==> src/rtl/rrv_gpr_trk_fifo.sv <==
// rrv_gpr_trk_fifo: GPR write-back tracker, snoops write-back channels
// and queues {stamp, channel, rd, data} entries for a valid/ready drainer.
//
// Ports:
//   clk, rst_n          core clock, asynchronous active-low reset
//   trk_en              logging enable (shadow file updates regardless)
//   wb_valid/rd/data    NUM_WB packed write-back channels (channel 0 in LSBs)
//   trk_valid/ready     head handshake; trk_stamp/chan/rd/data are head fields
//   trk_count           FIFO occupancy
//   drop_cnt/drop_clr   saturating count of writes lost to a full FIFO, clear
module rrv_gpr_trk_fifo #(
    parameter int NUM_WB = 1,
    parameter int DATA_W = 32,
    parameter int DEPTH  = 16,
    parameter int TS_W   = 16,
    parameter int MODE   = 0
) (
    input  logic                       clk,
    input  logic                       rst_n,
    input  logic                       trk_en,
    input  logic [NUM_WB-1:0]          wb_valid,
    input  logic [5*NUM_WB-1:0]        wb_rd,
    input  logic [DATA_W*NUM_WB-1:0]   wb_data,
    output logic                       trk_valid,
    input  logic                       trk_ready,
    output logic [TS_W-1:0]            trk_stamp,
    output logic [1:0]                 trk_chan,
    output logic [4:0]                 trk_rd,
    output logic [DATA_W-1:0]          trk_data,
    output logic [$clog2(DEPTH):0]     trk_count,
    output logic [15:0]                drop_cnt,
    input  logic                       drop_clr
);

    localparam int PW = $clog2(DEPTH);
    localparam int CW = PW + 1;

    logic [TS_W-1:0]   stamp;
    logic [PW-1:0]     wr_ptr;
    logic [PW-1:0]     rd_ptr;

    logic [TS_W-1:0]   m_stamp [DEPTH];
    logic [1:0]        m_chan  [DEPTH];
    logic [4:0]        m_rd    [DEPTH];
    logic [DATA_W-1:0] m_data  [DEPTH];
    logic [DATA_W-1:0] shadow  [32];

    logic [NUM_WB-1:0] qual;
    logic [PW-1:0]     off [NUM_WB];
    logic [CW-1:0]     q_num;
    logic [CW-1:0]     free;
    logic [CW-1:0]     pushed;
    logic              push_ok;
    logic              pop;
    logic [16:0]       drop_sum;

    // Qualify every channel against the start-of-cycle shadow and give
    // each qualifying write its slot offset in ascending channel order.
    always_comb begin
        q_num = '0;
        qual  = '0;
        for (int c = 0; c < NUM_WB; c++) begin
            qual[c] = wb_valid[c] && (wb_rd[c*5 +: 5] != 5'd0) && trk_en &&
                      (MODE == 0 ||
                       wb_data[c*DATA_W +: DATA_W] != shadow[wb_rd[c*5 +: 5]]);
            off[c]  = q_num[PW-1:0];
            q_num   = q_num + CW'(qual[c]);
        end
    end

    // Space is judged on the pre-pop occupancy and all-or-nothing per cycle.
    assign free     = CW'(DEPTH) - trk_count;
    assign push_ok  = (q_num <= free);
    assign pushed   = push_ok ? q_num : '0;
    assign pop      = trk_valid & trk_ready;
    assign drop_sum = {1'b0, drop_cnt} + 17'(q_num);

    assign trk_valid = (trk_count != '0);
    assign trk_stamp = m_stamp[rd_ptr];
    assign trk_chan  = m_chan[rd_ptr];
    assign trk_rd    = m_rd[rd_ptr];
    assign trk_data  = m_data[rd_ptr];

    always_ff @(posedge clk or negedge rst_n) begin
        if (!rst_n) begin
            stamp     <= '0;
            wr_ptr    <= '0;
            rd_ptr    <= '0;
            trk_count <= '0;
            drop_cnt  <= '0;
        end else begin
            stamp     <= stamp + 1'b1;
            wr_ptr    <= wr_ptr + PW'(pushed);
            rd_ptr    <= rd_ptr + PW'(pop);
            trk_count <= trk_count + pushed - CW'(pop);
            if (drop_clr)
                drop_cnt <= '0;
            else if (!push_ok)
                drop_cnt <= drop_sum[16] ? 16'hFFFF : drop_sum[15:0];
        end
    end

    always_ff @(posedge clk or negedge rst_n) begin
        if (!rst_n) begin
            for (int i = 0; i < DEPTH; i++) begin
                m_stamp[i] <= '0;
                m_chan[i]  <= '0;
                m_rd[i]    <= '0;
                m_data[i]  <= '0;
            end
        end else if (push_ok) begin
            for (int c = 0; c < NUM_WB; c++) begin
                if (qual[c]) begin
                    m_stamp[wr_ptr + off[c]] <= stamp;
                    m_chan[wr_ptr + off[c]]  <= 2'(c);
                    m_rd[wr_ptr + off[c]]    <= wb_rd[c*5 +: 5];
                    m_data[wr_ptr + off[c]]  <= wb_data[c*DATA_W +: DATA_W];
                end
            end
        end
    end

    // Later channels overwrite earlier ones, so the highest channel wins.
    always_ff @(posedge clk or negedge rst_n) begin
        if (!rst_n) begin
            for (int r = 0; r < 32; r++)
                shadow[r] <= '0;
        end else begin
            for (int c = 0; c < NUM_WB; c++) begin
                if (wb_valid[c] && wb_rd[c*5 +: 5] != 5'd0)
                    shadow[wb_rd[c*5 +: 5]] <= wb_data[c*DATA_W +: DATA_W];
            end
        end
    end

endmodule
==> config.mk <==
export PLATFORM = sky130hd
export DESIGN_NAME = rrv_gpr_trk_fifo
export DESIGN_NICKNAME = d
export VERILOG_FILES = /design/src/rtl/rrv_gpr_trk_fifo.sv
export SDC_FILE = /design/constraint.sdc
export NUM_CORES = 1
export LEC_CHECK = 0
export ABC_CLOCK_PERIOD_IN_PS = 7500
export CORE_MARGIN = 1
export CORE_UTILIZATION = 66
export DETAILED_ROUTE_END_ITERATION = 7
export MAX_ROUTING_LAYER = met4
export PLACE_DENSITY = 0.82
export SETUP_SLACK_MARGIN = 0.15
export SYNTH_ARGS = -nofsm -noshare
export SYNTH_HDL_FRONTEND = slang
export SYNTH_SLANG_ARGS = --single-unit
==> constraint.sdc <==
create_clock -name clk -period 7.5 [get_ports clk]
set_input_delay 1.125 -clock clk [delete_from_list [all_inputs] [get_ports clk]]
set_output_delay 1.125 -clock clk [all_outputs]
set_load 0.02 [all_outputs]
== After elaboration in Yosys (flattened, before gate mapping) ==
Index checks and enable logic that the tools add are counted.

* Bits of input ports: 43
* Output and inout bits: 77
* Flip-flop bits (word level): 925

* Multiplexer cells: 27
* Equality and inequality tests: 1
* Reductions and logical operators: 6
* Order comparisons: 4
* Bitwise operators: 5
* Add/sub/neg operators: 7

{| class="wikitable"
|+ Operators with widths
! operator !! count
|-
| bitwise mux 512 bit || 1
|-
| bitwise mux 256 bit || 1
|-
| binary-select mux 32 bit (select 4 bit) || 1
|-
| demux 32 bit (select 4 bit) || 1
|-
| 2-to-1 mux 16 bit || 6
|-
| 2-to-1 mux 32 bit || 3
|-
| bitwise mux 80 bit || 1
|-
| binary-select mux 16 bit (select 4 bit) || 1
|-
| demux 16 bit (select 4 bit) || 1
|-
| AND 32 bit || 1
|-
| inverter 32 bit || 1
|-
| binary-select mux 5 bit (select 4 bit) || 1
|-
| demux 5 bit (select 4 bit) || 1
|-
| adder 16 x 1 -> 17 bit || 1
|-
| adder 16 x 1 -> 16 bit, second input constant || 1
|-
| 2-to-1 mux 5 bit || 3
|-
| >= comparator 5 bit, second input constant || 2
|-
| inverter 4 -> 5 bit || 2
|-
| nonzero test 5 bit || 2
|-
| adder 4 x 1 -> 4 bit || 2
|-
| binary-select mux 2 bit (select 4 bit) || 1
|-
| demux 2 bit (select 4 bit) || 1
|-
| 2-to-1 mux 2 bit || 3
|-
| adder 5 x 1 -> 5 bit || 1
|-
| other kinds (9) || 11
|}

== Depth between registers and ports, before layout ==
* Word-level depth: 7
* Depth in mapped cells: 18
* Gate-level depth less buffers: 17

== Least setup slack after synthesis ==
Ideal clock, no wire load.

* Path type: input to register
* From: in wb_rd[1]
* To: reg trk_count[4]
* Arrival: 3,802 ps
* Buffers on the path: 1
* Required time: 7,377 ps
* Stages on the path: 17
* Setup time: 123 ps
* Slack: 3,575 ps
* Cell sequence: nor3_1 > a21o_1 > ha_1 > nor4b_1 > nand2_1 > o21ai_2 > buf_6 > ha_1 > inv_1 > ha_1 > inv_1 > fa_1 > nor2_1 > nor2_1 > nor2_1 > nor2_1 > xnor2_1

* Cells in the longest elaborated chain, start to end: 7

{| class="wikitable"
|+ Ends and longest elaborated chain
! what !! RTL line !! source
|-
| start: declaration || 22 || <nowiki>input logic [5*NUM_WB-1:0] wb_rd,</nowiki>
|-
| nonzero test 5 bit (*) || -- ||
|-
| logical AND 1 bit (*) || -- ||
|-
| logical AND 1 bit (*) || 63 || <nowiki>qual[c] = wb_valid[c] && (wb_rd[c*5 +: 5] != 5'd0) && trk_en &&</nowiki>
|-
| less-or-equal comparator 1 x 5 -> 1 bit || 73 || <nowiki>assign push_ok = (q_num <= free);</nowiki>
|-
| 2-to-1 mux 1 bit (*) || 74 || <nowiki>assign pushed = push_ok ? q_num : '0;</nowiki>
|-
| adder 5 x 1 -> 5 bit (*) || 95 || <nowiki>trk_count <= trk_count + pushed - CW'(pop);</nowiki>
|-
| subtractor 5 x 1 -> 5 bit (*) || 95 ||
|-
| end signal: assignment || 95 ||
|-
| end: declaration || 30 || <nowiki>output logic [$clog2(DEPTH):0] trk_count,</nowiki>
|}

Mark *: on every way between the ends. The rest lies on a longest branch, timed or not.
A chain may end at the register's enable or synchronous reset.

== Worst setup path in the final report ==
* From: in wb_rd[3]
* To: reg m_stamp[105] in the netlist's numbering

* Cells in the longest elaborated chain, start to end: 5

{| class="wikitable"
|+ Ends and longest elaborated chain
! what !! RTL line !! source
|-
| nonzero test 5 bit (*) || -- ||
|-
| logical AND 1 bit (*) || -- ||
|-
| logical AND 1 bit (*) || 63 ||
|-
| less-or-equal comparator 1 x 5 -> 1 bit || 73 ||
|-
| AND reduction 2 bit (no source line) (*) || -- ||
|-
| end signal: indexed assignment || 114 || <nowiki>m_stamp[wr_ptr + off[c]] <= stamp;</nowiki>
|-
| end: declaration || 42 || <nowiki>logic [TS_W-1:0] m_stamp [DEPTH];</nowiki>
|}

Marked as above.

==> results.cfg <==
[global_routing]
grt_max_degree = 200
track_usage_pct = 30.7
grt_pass1_wl_mm = 145
grt_pass1_vias = 24828
grt_overflow_total = 0
antenna_found_initial = 5

[outcome]
status = complete, no violations

[worst_setup_path]
critical_path_class = input port to flip-flop
r2r-start = trk_count[0]$_DFF_PN0_
cp-start-kind = input port
cp-startpoint = wb_rd[3]
worstSetupEndpointType = flip-flop
arrival_ps = 5580
required_ps = 8020
crit_fanout = 35

[routing]
drtAntennaViolNets = 0
wl_per_cell_um = 25.8
vias_per_cell = 6.43
post-route-drc-count = 0
drt-initial-drc-count = 1655
vias = 22460
drt_wl_total_mm = 90.3
firstDrtPassIters = 5

[layout]
drive_gt1_share_pct = 49.9
final_util_pct = 75.2
fin_nets = 2636
syn_to_final_growth_pct = 12.1
final_cell_area_mm2 = 0.0466

[die]
fp.dieH_um = 253
fp-row-count = 91
initial_core_util_pct = 67.1
core_mm2 = 0.0621
die_area_mm2 = 0.0640
die_x_um = 253
boundaryPins = 120

[power]
p_comb_share_pct = 33.4
switching_power_mw = 5.75
power_per_cell_area_mw_per_mm2 = 412
clkPwrFrac_pct = 25.5
leakagePower_nw = 21.2
p_sw_share_pct = 29.9
power_frac_seq_pct = 41.1
ir_worst_vdd_v = 0.000296
intPower_mw = 13.5

[clocking]
cts_tree = built
cts_setup_buffers = 0
cts_buffer_depth = 3
h-tree-depth = 3
cts_sinks = 925
cts_resized = 0
cts_hold_buf = 0
numCtsBuffers = 93
insertion_delay_ps = 640
clk_pin_slew_ps = 60
cts_root_buf = clkbuf_16

[logic_synthesis]
yosys_warnings = 0
synthTopCellsByArea = dfrtp_1, mux2_2, mux4_2
ys_types = 48
async_flop_share_pct = 100
synthFlopType = dfrtp_1
synthCells = 2543
synth_fp_nets = 2604
syn-cell-area_mm2 = 0.0416
synth_seq_cells = 925
synth_area_per_cell_um2 = 16.4
yosysSeqAreaShare_pct = 55.6
synth.largest_area_cell = dfrtp_1
synth_top_area_share_pct = 55.6
synth_edf_count = 0

[placement]
gp_congestion = 0.830
dp_worst_setup_slack_ps = 1810
placed_cell_area_mm2 = 0.0433
port_buffers = 119
hpwlAfterDp_mm = 52.1

[sta]
clock_skew_ps = 14.1
slew_headroom_pct = 5.08
rsz0062_at_grt = false
drv_slew = 0
setup_tns_ps = 0
fin_crit_ps = 5060
hold_viol_final = 0
setup_slack_ps = 2440
fmax_ghz = 0.197
setup_viol = 0
fin_crit_sh_pct = 67.5
worst_pin_slew_ps = 1410

[flow_run]
cap_viol_max_count = 0

[min_path]
hp-start = m_chan[10]$_DFFE_PN0N_
hp-class = flip-flop to flip-flop
-- sequential cells by signal, summed over array words and instances, names as in the netlist --
register   count
m_stamp      256
m_data       512
wr_ptr         4
trk_count      5
stamp         16
rd_ptr         4
m_chan        32
m_rd          80
drop_cnt      16
-- critical path: stages --
cell and delay, ps:
clkdlybuf4s50_1 840, nor3_1 160, a21o_1 270, ha_1 290
nor4b_1 50, nand2_1 160, or2_0 830, nand4_4 960
buf_4 550, mux2_2 310
-- layout make-up --
cell class,instances,area [um2]
sequential,925,23200
multi-input combinational,1378,17400
fill,3568,15400
clock buffer,125,2730
timing repair buffer,164,1650
tap,837,1050
clock inverter,48,562
inverter,13,50.0
antenna,4,10.0
-- cells by family (layout without fill, tap and decap cells) --
family | count (synthesis) | after routing | synth area share (%)
compound gates | 48 | 48 | 0.734
simple gates | 160 | 160 | 2.36
xor+xnor | 24 | 24 | 0.505
buf+inv | 240 | 350 | 2.60
mux | 1128 | 1128 | 37.6
fa+ha+maj | 18 | 18 | 0.559
flops | 925 | 925 | 55.6
other cells | 0 | 4 | 0
-- Yosys cell counts, types with 2 or more instances --
cell type and count:
dfrtp_1 925, mux2_2 829, mux4_2 263, clkbuf_1 108, buf_2 78, buf_1 30
nand2_1 26, nor2b_1 25, mux2_1 23, nor2_1 21, ha_1 17, xnor2_1 17
and2_1 16, nand3_1 15, o21ai_0 14, mux2i_1 13, inv_1 12, a21oi_1 11
buf_6 11, nor3_1 10, nand4_1 9, and3_1 7, and4_1 7, xor2_1 7
a211oi_1 6, a221oi_1 4, a22oi_1 4, nand4_2 4, nor3_4 3, nor4_4 3
a21o_1 2, a311oi_1 2, a31oi_1 2, nand2b_1 2, nor3b_1 2, nor4_1 2
nor4b_1 2
-- power by group through the flow --
| stage | combinational (mW) | clock [mW] | sequential (mW) |
|---|---|---|---|
| after floorplan | 4.96 | 0 | 7.34 |
| after global placement | 6.28 | 0 | 7.78 |
| after detailed placement | 6.47 | 0 | 7.97 |
| after CTS | 6.52 | 4.98 | 7.90 |
| after global routing | 6.85 | 5.17 | 8.13 |
| final | 6.43 | 4.90 | 7.90 |
-- layout by cell type (no fill, tap or decap), types with 17 or more instances in the layout --
cell type / n
ha_1: 17
dfrtp_1: 921
clkdlybuf4s50_1: 118
xnor2_1: 17
buf_4: 36
clkbuf_16: 97
nor2_1: 21
nor2b_1: 25
mux2_2: 829
mux4_2: 263
nand2_1: 26
mux2_1: 23
clkinv_2: 26
clkbuf_8: 20
-- path summary, 6_finish.rpt --
check	to	slack [ps]	cells after the start
setup / recovery	m_stamp[105]$_DFFE_PN0P_	2440	10
hold / removal	m_chan[10]$_DFFE_PN0N_	480	1
setup reg to reg	m_stamp[105]$_DFFE_PN0P_	3230	10
hold reg to reg	m_chan[10]$_DFFE_PN0N_	480	1
max in group asynchronous	m_data[84]$_DFFE_PN0P_	5420	2
min in group asynchronous	m_data[487]$_DFFE_PN0P_	530	1
-- metal layers --
metal	wire, um	vias to the layer above	track usage, %
li1	-	9547	-
met1	37200	12222	40.1
met2	46400	539	49.9
met3	4300	152	5.43
met4	2400	0	8.95
met5	0	-	-
-- through the flow --
stage / total power, mW / std cells / hold WS, ps
after floorplan: 12.3 / 2543 / 448
after global placement: 14.1 / 3317 / 462
after detailed placement: 14.4 / 3317 / 470
after CTS: 19.4 / 3490 / 487
after global routing: 20.2 / 3494 / 507
final: 19.2 / 3494 / 481
Note: power is estimated with default switching activity, not from simulation.
